`src/rtl/magic_nor_pkg.sv`:
```
// Shared types for the MAGIC NOR executor.
//   opcode_e   : micro-op opcodes
//   state_e    : executor FSM states
//   micro_op_t : packed micro-op {opc, dst, srca, srcb} at the default cell-address width
//   op_width() : micro-op word width for a given cell-address width
//   addr_valid(): range check used for cell and program addresses
package magic_nor_pkg;

    localparam int unsigned NUM_CELLS_DEF  = 32;
    localparam int unsigned NUM_INPUTS_DEF = 8;
    localparam int unsigned PROG_DEPTH_DEF = 32;
    localparam int unsigned CA_W_DEF       = $clog2(NUM_CELLS_DEF);
    localparam int unsigned PA_W_DEF       = $clog2(PROG_DEPTH_DEF);

    typedef enum logic [1:0] {
        OP_NOP  = 2'b00,
        OP_NOR2 = 2'b01,
        OP_INV1 = 2'b10,
        OP_END  = 2'b11
    } opcode_e;

    typedef enum logic [2:0] {
        IDLE,
        LOAD,
        FETCH,
        INIT,
        EVAL,
        FIN,
        DONE
    } state_e;

    typedef struct packed {
        opcode_e             opc;
        logic [CA_W_DEF-1:0] dst;
        logic [CA_W_DEF-1:0] srca;
        logic [CA_W_DEF-1:0] srcb;
    } micro_op_t;

    function automatic int unsigned op_width(input int unsigned ca_w);
        return 2 + 3 * ca_w;
    endfunction

    function automatic logic addr_valid(input int unsigned addr, input int unsigned limit);
        return addr < limit;
    endfunction

endpackage

```
`src/rtl/magic_nor_executor_if.sv`:
```
// Host-side bus of the MAGIC NOR executor.
//   master : host (program writes, start/in_vec/num_ops/out_sel; sees busy/done/result/err)
//   slave  : executor
interface magic_nor_executor_if #(
    parameter int unsigned NUM_INPUTS = 8,
    parameter int unsigned CA_W       = 5,
    parameter int unsigned PA_W       = 5
);
    import magic_nor_pkg::*;

    localparam int unsigned OP_W = op_width(CA_W);

    logic                  prog_we;
    logic [PA_W-1:0]       prog_addr;
    logic [OP_W-1:0]       prog_data;
    logic                  start;
    logic [NUM_INPUTS-1:0] in_vec;
    logic [PA_W:0]         num_ops;
    logic [CA_W-1:0]       out_sel;
    logic                  busy;
    logic                  done;
    logic                  result;
    logic                  err;

    modport master (
        output prog_we, prog_addr, prog_data, start, in_vec, num_ops, out_sel,
        input  busy, done, result, err
    );

    modport slave (
        input  prog_we, prog_addr, prog_data, start, in_vec, num_ops, out_sel,
        output busy, done, result, err
    );

endinterface

```
`src/rtl/magic_cell_array.sv`:
```
// Bit-cell array emulating a MAGIC crossbar row.
//   load/load_vec : bulk load primary inputs into the low cells, clear the rest
//   init          : cells[dst] <= 1
//   eval/inv      : cells[dst] <= NOR(cells[rd_a], cells[rd_b]) (rd_b ignored when inv)
//   rd_a/rd_b     : combinational read ports, values on val_a/val_b
module magic_cell_array
    import magic_nor_pkg::*;
#(
    parameter int unsigned NUM_CELLS  = 32,
    parameter int unsigned NUM_INPUTS = 8,
    parameter int unsigned CA_W       = 5
) (
    input  logic                  clk,
    input  logic                  rst,
    input  logic                  load,
    input  logic [NUM_INPUTS-1:0] load_vec,
    input  logic                  init,
    input  logic                  eval,
    input  logic                  inv,
    input  logic [CA_W-1:0]       dst,
    input  logic [CA_W-1:0]       rd_a,
    input  logic [CA_W-1:0]       rd_b,
    output logic                  val_a,
    output logic                  val_b
);

    logic [NUM_CELLS-1:0] cells;

    assign val_a = addr_valid(32'(rd_a), NUM_CELLS) ? cells[rd_a] : 1'b0;
    assign val_b = addr_valid(32'(rd_b), NUM_CELLS) ? cells[rd_b] : 1'b0;

    // EVAL reads after INIT, so a source aliasing dst sees 1 and forces a 0 result.
    always_ff @(posedge clk or posedge rst) begin
        if (rst) begin
            cells <= '0;
        end else if (load) begin
            cells <= {{(NUM_CELLS - NUM_INPUTS){1'b0}}, load_vec};
        end else if (init) begin
            cells[dst] <= 1'b1;
        end else if (eval) begin
            cells[dst] <= ~(val_a | (~inv & val_b));
        end
    end

endmodule

```
`src/rtl/magic_nor_executor.sv`:
```
// Sequential executor for NOR/NOT micro-op programs over a MAGIC bit-cell array.
//   clk, rst : clock and asynchronous active-high reset
//   bus      : host interface (program writes, start, status and result)
module magic_nor_executor
    import magic_nor_pkg::*;
#(
    parameter int unsigned NUM_CELLS  = NUM_CELLS_DEF,
    parameter int unsigned NUM_INPUTS = NUM_INPUTS_DEF,
    parameter int unsigned PROG_DEPTH = PROG_DEPTH_DEF,
    parameter int unsigned CA_W       = $clog2(NUM_CELLS),
    parameter int unsigned PA_W       = $clog2(PROG_DEPTH)
) (
    input logic                 clk,
    input logic                 rst,
    magic_nor_executor_if.slave bus
);

    localparam int unsigned OP_W = op_width(CA_W);

    logic [OP_W-1:0]       prog_mem [PROG_DEPTH];

    state_e                state;
    logic [PA_W-1:0]       pc;
    logic [PA_W:0]         num_ops_q;
    logic [CA_W-1:0]       out_sel_q;
    logic [NUM_INPUTS-1:0] in_vec_q;
    opcode_e               opc_q;
    logic [CA_W-1:0]       dst_q;
    logic [CA_W-1:0]       srca_q;
    logic [CA_W-1:0]       srcb_q;
    logic                  busy_q;
    logic                  done_q;
    logic                  result_q;
    logic                  err_q;

    logic                  host_ok;
    logic [OP_W-1:0]       fetch_word;
    opcode_e               fetch_opc;
    logic [CA_W-1:0]       fetch_dst;
    logic [CA_W-1:0]       fetch_srca;
    logic [CA_W-1:0]       fetch_srcb;
    logic                  fetch_illegal;
    logic [PA_W:0]         pc_inc;
    logic                  last_op;
    logic [CA_W-1:0]       rd_a;
    logic                  val_a;
    logic                  val_b;

    assign host_ok = (state == IDLE) || (state == DONE);

    // Program memory is intentionally not reset.
    always_ff @(posedge clk) begin
        if (bus.prog_we && host_ok && addr_valid(32'(bus.prog_addr), PROG_DEPTH)) begin
            prog_mem[bus.prog_addr] <= bus.prog_data;
        end
    end

    assign fetch_word = prog_mem[pc];
    assign fetch_opc  = opcode_e'(fetch_word[OP_W-1 -: 2]);
    assign fetch_dst  = fetch_word[3*CA_W-1 -: CA_W];
    assign fetch_srca = fetch_word[2*CA_W-1 -: CA_W];
    assign fetch_srcb = fetch_word[CA_W-1:0];

    assign fetch_illegal = ((fetch_opc == OP_NOR2) || (fetch_opc == OP_INV1)) &&
                           ((32'(fetch_dst) < NUM_INPUTS) ||
                            !addr_valid(32'(fetch_dst), NUM_CELLS) ||
                            !addr_valid(32'(fetch_srca), NUM_CELLS) ||
                            ((fetch_opc == OP_NOR2) && !addr_valid(32'(fetch_srcb), NUM_CELLS)));

    // Run ends when the op count is reached or pc would wrap past the last entry.
    assign pc_inc  = {1'b0, pc} + (PA_W + 1)'(1);
    assign last_op = (pc_inc == num_ops_q) || (pc == PA_W'(PROG_DEPTH - 1));

    // Read port A doubles as the result read in FIN.
    assign rd_a = (state == FIN) ? out_sel_q : srca_q;

    magic_cell_array #(
        .NUM_CELLS  (NUM_CELLS),
        .NUM_INPUTS (NUM_INPUTS),
        .CA_W       (CA_W)
    ) u_cells (
        .clk      (clk),
        .rst      (rst),
        .load     (state == LOAD),
        .load_vec (in_vec_q),
        .init     (state == INIT),
        .eval     (state == EVAL),
        .inv      (opc_q == OP_INV1),
        .dst      (dst_q),
        .rd_a     (rd_a),
        .rd_b     (srcb_q),
        .val_a    (val_a),
        .val_b    (val_b)
    );

    always_ff @(posedge clk or posedge rst) begin
        if (rst) begin
            state     <= IDLE;
            pc        <= '0;
            num_ops_q <= '0;
            out_sel_q <= '0;
            in_vec_q  <= '0;
            opc_q     <= OP_NOP;
            dst_q     <= '0;
            srca_q    <= '0;
            srcb_q    <= '0;
            busy_q    <= 1'b0;
            done_q    <= 1'b0;
            result_q  <= 1'b0;
            err_q     <= 1'b0;
        end else begin
            done_q <= 1'b0;
            unique case (state)
                IDLE, DONE: begin
                    if (bus.start) begin
                        in_vec_q  <= bus.in_vec;
                        num_ops_q <= bus.num_ops;
                        out_sel_q <= bus.out_sel;
                        err_q     <= 1'b0;
                        busy_q    <= 1'b1;
                        state     <= LOAD;
                    end
                end
                LOAD: begin
                    pc    <= '0;
                    state <= (num_ops_q == '0) ? FIN : FETCH;
                end
                FETCH: begin
                    opc_q  <= fetch_opc;
                    dst_q  <= fetch_dst;
                    srca_q <= fetch_srca;
                    srcb_q <= fetch_srcb;
                    if (fetch_opc == OP_END) begin
                        state <= FIN;
                    end else if (fetch_opc == OP_NOP) begin
                        pc    <= pc_inc[PA_W-1:0];
                        state <= last_op ? FIN : FETCH;
                    end else if (fetch_illegal) begin
                        err_q <= 1'b1;
                        state <= FIN;
                    end else begin
                        state <= INIT;
                    end
                end
                INIT: begin
                    state <= EVAL;
                end
                EVAL: begin
                    pc    <= pc_inc[PA_W-1:0];
                    state <= last_op ? FIN : FETCH;
                end
                FIN: begin
                    result_q <= val_a;
                    done_q   <= 1'b1;
                    busy_q   <= 1'b0;
                    state    <= DONE;
                end
                default: begin
                    state <= IDLE;
                end
            endcase
        end
    end

    assign bus.busy   = busy_q;
    assign bus.done   = done_q;
    assign bus.result = result_q;
    assign bus.err    = err_q;

endmodule
```
`src/flat_wrapper.sv`:
```
// flat-port wrapper written by rule: the top's interface ports become plain ports
module magic_nor_executor_flat import magic_nor_pkg::*;
#(
    parameter int unsigned NUM_CELLS  = NUM_CELLS_DEF,
    parameter int unsigned NUM_INPUTS = NUM_INPUTS_DEF,
    parameter int unsigned PROG_DEPTH = PROG_DEPTH_DEF,
    parameter int unsigned CA_W       = $clog2(NUM_CELLS),
    parameter int unsigned PA_W       = $clog2(PROG_DEPTH)
)
  (clk, rst, bus_prog_we, bus_prog_addr, bus_prog_data, bus_start, bus_in_vec, bus_num_ops, bus_out_sel, bus_busy, bus_done, bus_result, bus_err);
  magic_nor_executor_if #(.NUM_INPUTS(NUM_INPUTS), .CA_W(CA_W), .PA_W(PA_W)) bus_i ();
  input logic clk;
  input logic rst;
  input wire logic [$bits(bus_i.prog_we)-1:0] bus_prog_we;
  input wire logic [$bits(bus_i.prog_addr)-1:0] bus_prog_addr;
  input wire logic [$bits(bus_i.prog_data)-1:0] bus_prog_data;
  input wire logic [$bits(bus_i.start)-1:0] bus_start;
  input wire logic [$bits(bus_i.in_vec)-1:0] bus_in_vec;
  input wire logic [$bits(bus_i.num_ops)-1:0] bus_num_ops;
  input wire logic [$bits(bus_i.out_sel)-1:0] bus_out_sel;
  output wire logic [$bits(bus_i.busy)-1:0] bus_busy;
  output wire logic [$bits(bus_i.done)-1:0] bus_done;
  output wire logic [$bits(bus_i.result)-1:0] bus_result;
  output wire logic [$bits(bus_i.err)-1:0] bus_err;
  assign bus_i.prog_we = bus_prog_we;
  assign bus_i.prog_addr = bus_prog_addr;
  assign bus_i.prog_data = bus_prog_data;
  assign bus_i.start = bus_start;
  assign bus_i.in_vec = bus_in_vec;
  assign bus_i.num_ops = bus_num_ops;
  assign bus_i.out_sel = bus_out_sel;
  assign bus_busy = bus_i.busy;
  assign bus_done = bus_i.done;
  assign bus_result = bus_i.result;
  assign bus_err = bus_i.err;
  magic_nor_executor #(.NUM_CELLS(NUM_CELLS), .NUM_INPUTS(NUM_INPUTS), .PROG_DEPTH(PROG_DEPTH), .CA_W(CA_W), .PA_W(PA_W)) u_core (.clk(clk), .rst(rst), .bus(bus_i));
endmodule
```
`config.mk`:
```
export PLATFORM = sky130hd
export DESIGN_NAME = magic_nor_executor_flat
export DESIGN_NICKNAME = d
export VERILOG_FILES = /design/src/rtl/magic_nor_pkg.sv /design/src/rtl/magic_nor_executor_if.sv /design/src/rtl/magic_cell_array.sv /design/src/rtl/magic_nor_executor.sv /design/src/flat_wrapper.sv
export SDC_FILE = /design/constraint.sdc
export NUM_CORES = 1
export LEC_CHECK = 0
export BUFFER_PORTS_ARGS = -buffer_cell sky130_fd_sc_hd__buf_2
export CAP_MARGIN = 20
export CORE_ASPECT_RATIO = 1.25
export CORE_MARGIN = 2
export CORE_UTILIZATION = 40
export CTS_CLUSTER_SIZE = 10
export DETAILED_ROUTE_END_ITERATION = 7
export PLACE_DENSITY = 0.64
export SLEW_MARGIN = 20
export SYNTH_ARGS = -nofsm -noshare
export SYNTH_HDL_FRONTEND = slang
export SYNTH_HIERARCHICAL = 1
export SYNTH_SLANG_ARGS = --single-unit
```
`constraint.sdc`:
```
create_clock -name clk -period 3 [get_ports clk]
set_input_delay 0.3 -clock clk [delete_from_list [all_inputs] [get_ports clk]]
set_output_delay 0.3 -clock clk [all_outputs]
set_load 0.02 [all_outputs]
```
==> summary.txt <==
FF+latch count, synth: 624
Number of global-route vias before repair: 14.41k
Tmin final: 3.077 ns
Syn. warnings: 6
CP max stage delay: 0.53 ns
Top cell type's share of synthesized area: 63.55%
Pwr per Cell Area: 834.0 nW/um^2
Core ar.: 63,410 sq um
Slew HR: 38.38%
Failing checks: setup timing
DR iter-0 viols: 1,386
Die width: 230.7 um
Startpoint types: flip-flop
Met2 Resource Use GR: 33.08%
Total grt overflow: 0
Routability congestion estimate: 0.8464
# diodes: 0
M1 GR Usage: 24.11%
Synth top area cells: edfxtp_1, mux4_2, dfrtp_1
CTS root buf: clkbuf_16
Largest net degree at the start of global routing: 48
Measured slew at the worst slew-check pin: 0.9172 ns
Area Growth Syn to Fin: 16.66%
Core Rows: 103
Clock transition at path regs: 0.05 ns
Count leader, synth: edfxtp_1
Post-Syn Area: 25,700 sq um
RSZ-0062 raised after global routing: yes
Register area share after synthesis: 71.34%
Clock Skews: 0.02630 ns
Netlist cell types: 59
Die Area: 66,320 sq um
Finished Layout Cells: 2,420
GR Layer Usage met3: 2.996%
Later-pin clock latency in the skew report: 0.60 ns
Gr busiest metal: met2
Crit share post-route: 102.6%
CTS HTree Levels: 3
Most common cell on crit path: mux4_2
Max-slew violation count: 0
Run status: finished with violations
Endpoints failing hold: 0
Syn Area/Cell: 18.83 sq um
Max capacitance violation total: 0
Async set-reset flop share out of synthesis: 12.82%
CTS Buffer Depth: 3
# nets final: 1,583
Dpl hpwl: 38.30 mm
F_max: 325.0 MHz
Area leader, netlist: edfxtp_1
Syn Inst Count: 1,365
Port Buffer Count: 48
Die Y: 287.4 um
Hold crit path type: in -> reg
First-pass GRT wire length: 92.61 mm
Crit Path Category: reg -> reg
Initial antenna violation count: 2
Vias after detailed routing: 13.74k
Number of enable flip-flop cells after synthesis: 544
Cts bufs inserted: 74
GRT Util Overall: 18.96%
First drt pass iteration count: 6
CP Capture Type: flip-flop
Peak VDD IR: 0.0004472 V
Starting Density: 40.54%
CP cell instances: buf_12, mux4_2, mux4_2, mux2i_4, inv_2, ha_4, nand2b_4, o21ai_4, nand2b_1, o21ai_1, o31a_1, a21oi_2
Slowest CP cell: mux4_2
Critical path arrival: 3.55 ns
Final worst setup slack: -0.07651 ns
# IOs: 49
Antenna viol nets, final: 0
Post-synth top cells: edfxtp_1, mux4_2, nand2_1
Final setup violating endpoints: 2
Ys flop type: edfxtp_1
Vias per std cell: 5.676
Final Util: 47.29%
Clock Sinks: 624
Placed Cells: 2,273
Layout cells sized above 1: 30.76%
Fillers: 5,239
Final wirelength: 61.84 mm
CTS tree: built
# DRC: 0
Worst-path maximum fanout: 6
Routed wire length per instance: 25.55 um
Syn nets: 1,414
Worst path required time: 3.48 ns
Leakage: 9.779 nW
## where the power goes
group	switching, W	leakage [nW]	internal [W]
logic	0.00350	2.83	0.00293
clock network	0.00327	1.03	0.00477
registers	0.000597	5.92	0.00994
total	0.00737	9.78	0.0176
## through the flow
| step | worst slack [ns] | hold WS [ns] | total power, W | setup TNS [ns] | instance area [sq um] |
|---|---|---|---|---|---|
| 2_1_floorplan | 0.001198 | 0.3989 | 0.01514 | 0 | 25740 |
| 3_3_place_gp | -0.008856 | 0.3376 | 0.01684 | -0.008856 | 27520 |
| 3_5_place_dp | -0.02309 | 0.3547 | 0.01698 | -0.05885 | 27520 |
| 4_1_cts | 0.006551 | 0.1494 | 0.02511 | 0 | 29910 |
| 5_1_grt | -0.1830 | 0.2240 | 0.02605 | -0.8410 | 29990 |
| 6_report | -0.07651 | 0.1740 | 0.02501 | -0.07842 | 29990 |
## final cells by class
| type | instances | area [sq um] | area share (%) |
|---|---|---|---|
| clock buffer | 116 | 2062 | 6.876 |
| clock inverter | 6 | 75.07 | 0.2503 |
| inverter | 7 | 26.28 | 0.08762 |
| multi-input combinational | 654 | 7028 | 23.44 |
| sequential | 624 | 18350 | 61.19 |
| tap | 840 | 1051 | 3.505 |
| timing repair buffer | 173 | 1395 | 4.652 |
## critical path, delay by kind of cell, from the launching register on
family | cells | cell delay, ns
mux | 3 | 1.23
flops | 1 | 0.52
buf+inv | 2 | 0.22
compound gates | 4 | 0.58
simple gates | 2 | 0.25
fa+ha+maj | 1 | 0.16
## logic make-up (layout without fill, tap and decap cells)
logic type	after synthesis	count (layout)	synth area share (%)
AND/OR/NAND/NOR	268	268	4.868
multiplexers	236	236	17.32
buffers and inverters	87	302	1.918
AO/OA/AOI/OAI	138	138	4.089
XOR/XNOR	8	8	0.2726
flip-flops	624	624	71.34
adder cells (fa/ha/maj)	4	4	0.1947
## cell usage in the layout (no fill, tap or decap), drive strengths merged, types with 3 or more instances in the layout
master,n
mux2,20
edfxtp,544
a22o,9
ha,4
nand3b,7
o22ai,5
o21ai,43
nand2b,12
dfrtp,80
xnor2,4
a32o,41
or3,3
nor2b,8
clkbuf,117
a21oi,10
mux2i,53
and3,5
inv,10
xor2,4
nand4,5
dlygate4sd3,20
nand2,134
a31o,8
a22oi,8
buf,152
nor2,57
mux4,163
and2,8
nor3,3
nand3,13
a211oi,3
nor3b,4
## registers in the layout, indices dropped and copies added, names as in the netlist, 6 cells and up
name	count
u_core/in_vec_q	8
u_core/num_ops_q	6
u_core/prog_mem	544
u_core/u_cells/cells	32
## timing repair
| action | in CTS | in global routing |
|---|---|---|
| endpoints found under the hold margin | 67 | 0 |
| pin swaps | 2 | 5 |
| gates cloned | 1 | 1 |
| endpoints found under the setup margin | 3 | 9 |
| resized for setup | 4 | 13 |
| hold buffers | 20 | 0 |
| buffers inserted | 3 | 0 |
## per-layer routing
layer,routed length [um],share of wire (%)
met2,31970,52
met1,24530,40
met5,23,0.037
met4,1651,2.7
met3,3663,5.9
## worst paths after layout
| check | slack (ns) | from | endpoint | cells after the start |
|---|---|---|---|---|
| max | -0.08 | u_core/pc[0]$_DFFE_PP0P_ | u_core/pc[3]$_DFFE_PP0P_ | 12 |
| min | 0.17 | bus_start | u_core/state[1]$_DFFE_PP0P_ | 4 |
| max reg2reg | -0.08 | u_core/pc[0]$_DFFE_PP0P_ | u_core/pc[3]$_DFFE_PP0P_ | 12 |
| min reg2reg | 0.48 | u_core/opc_q[1]$_DFFE_PP0P_ | u_core/opc_q[1]$_DFFE_PP0P_ | 2 |
| max in group asynchronous | 2.06 | rst | u_core/srcb_q[1]$_DFFE_PP0P_ | 4 |
| min in group asynchronous | 0.28 | rst | u_core/srca_q[2]$_DFFE_PP0P_ | 3 |
(Power assumes the default switching activity.)
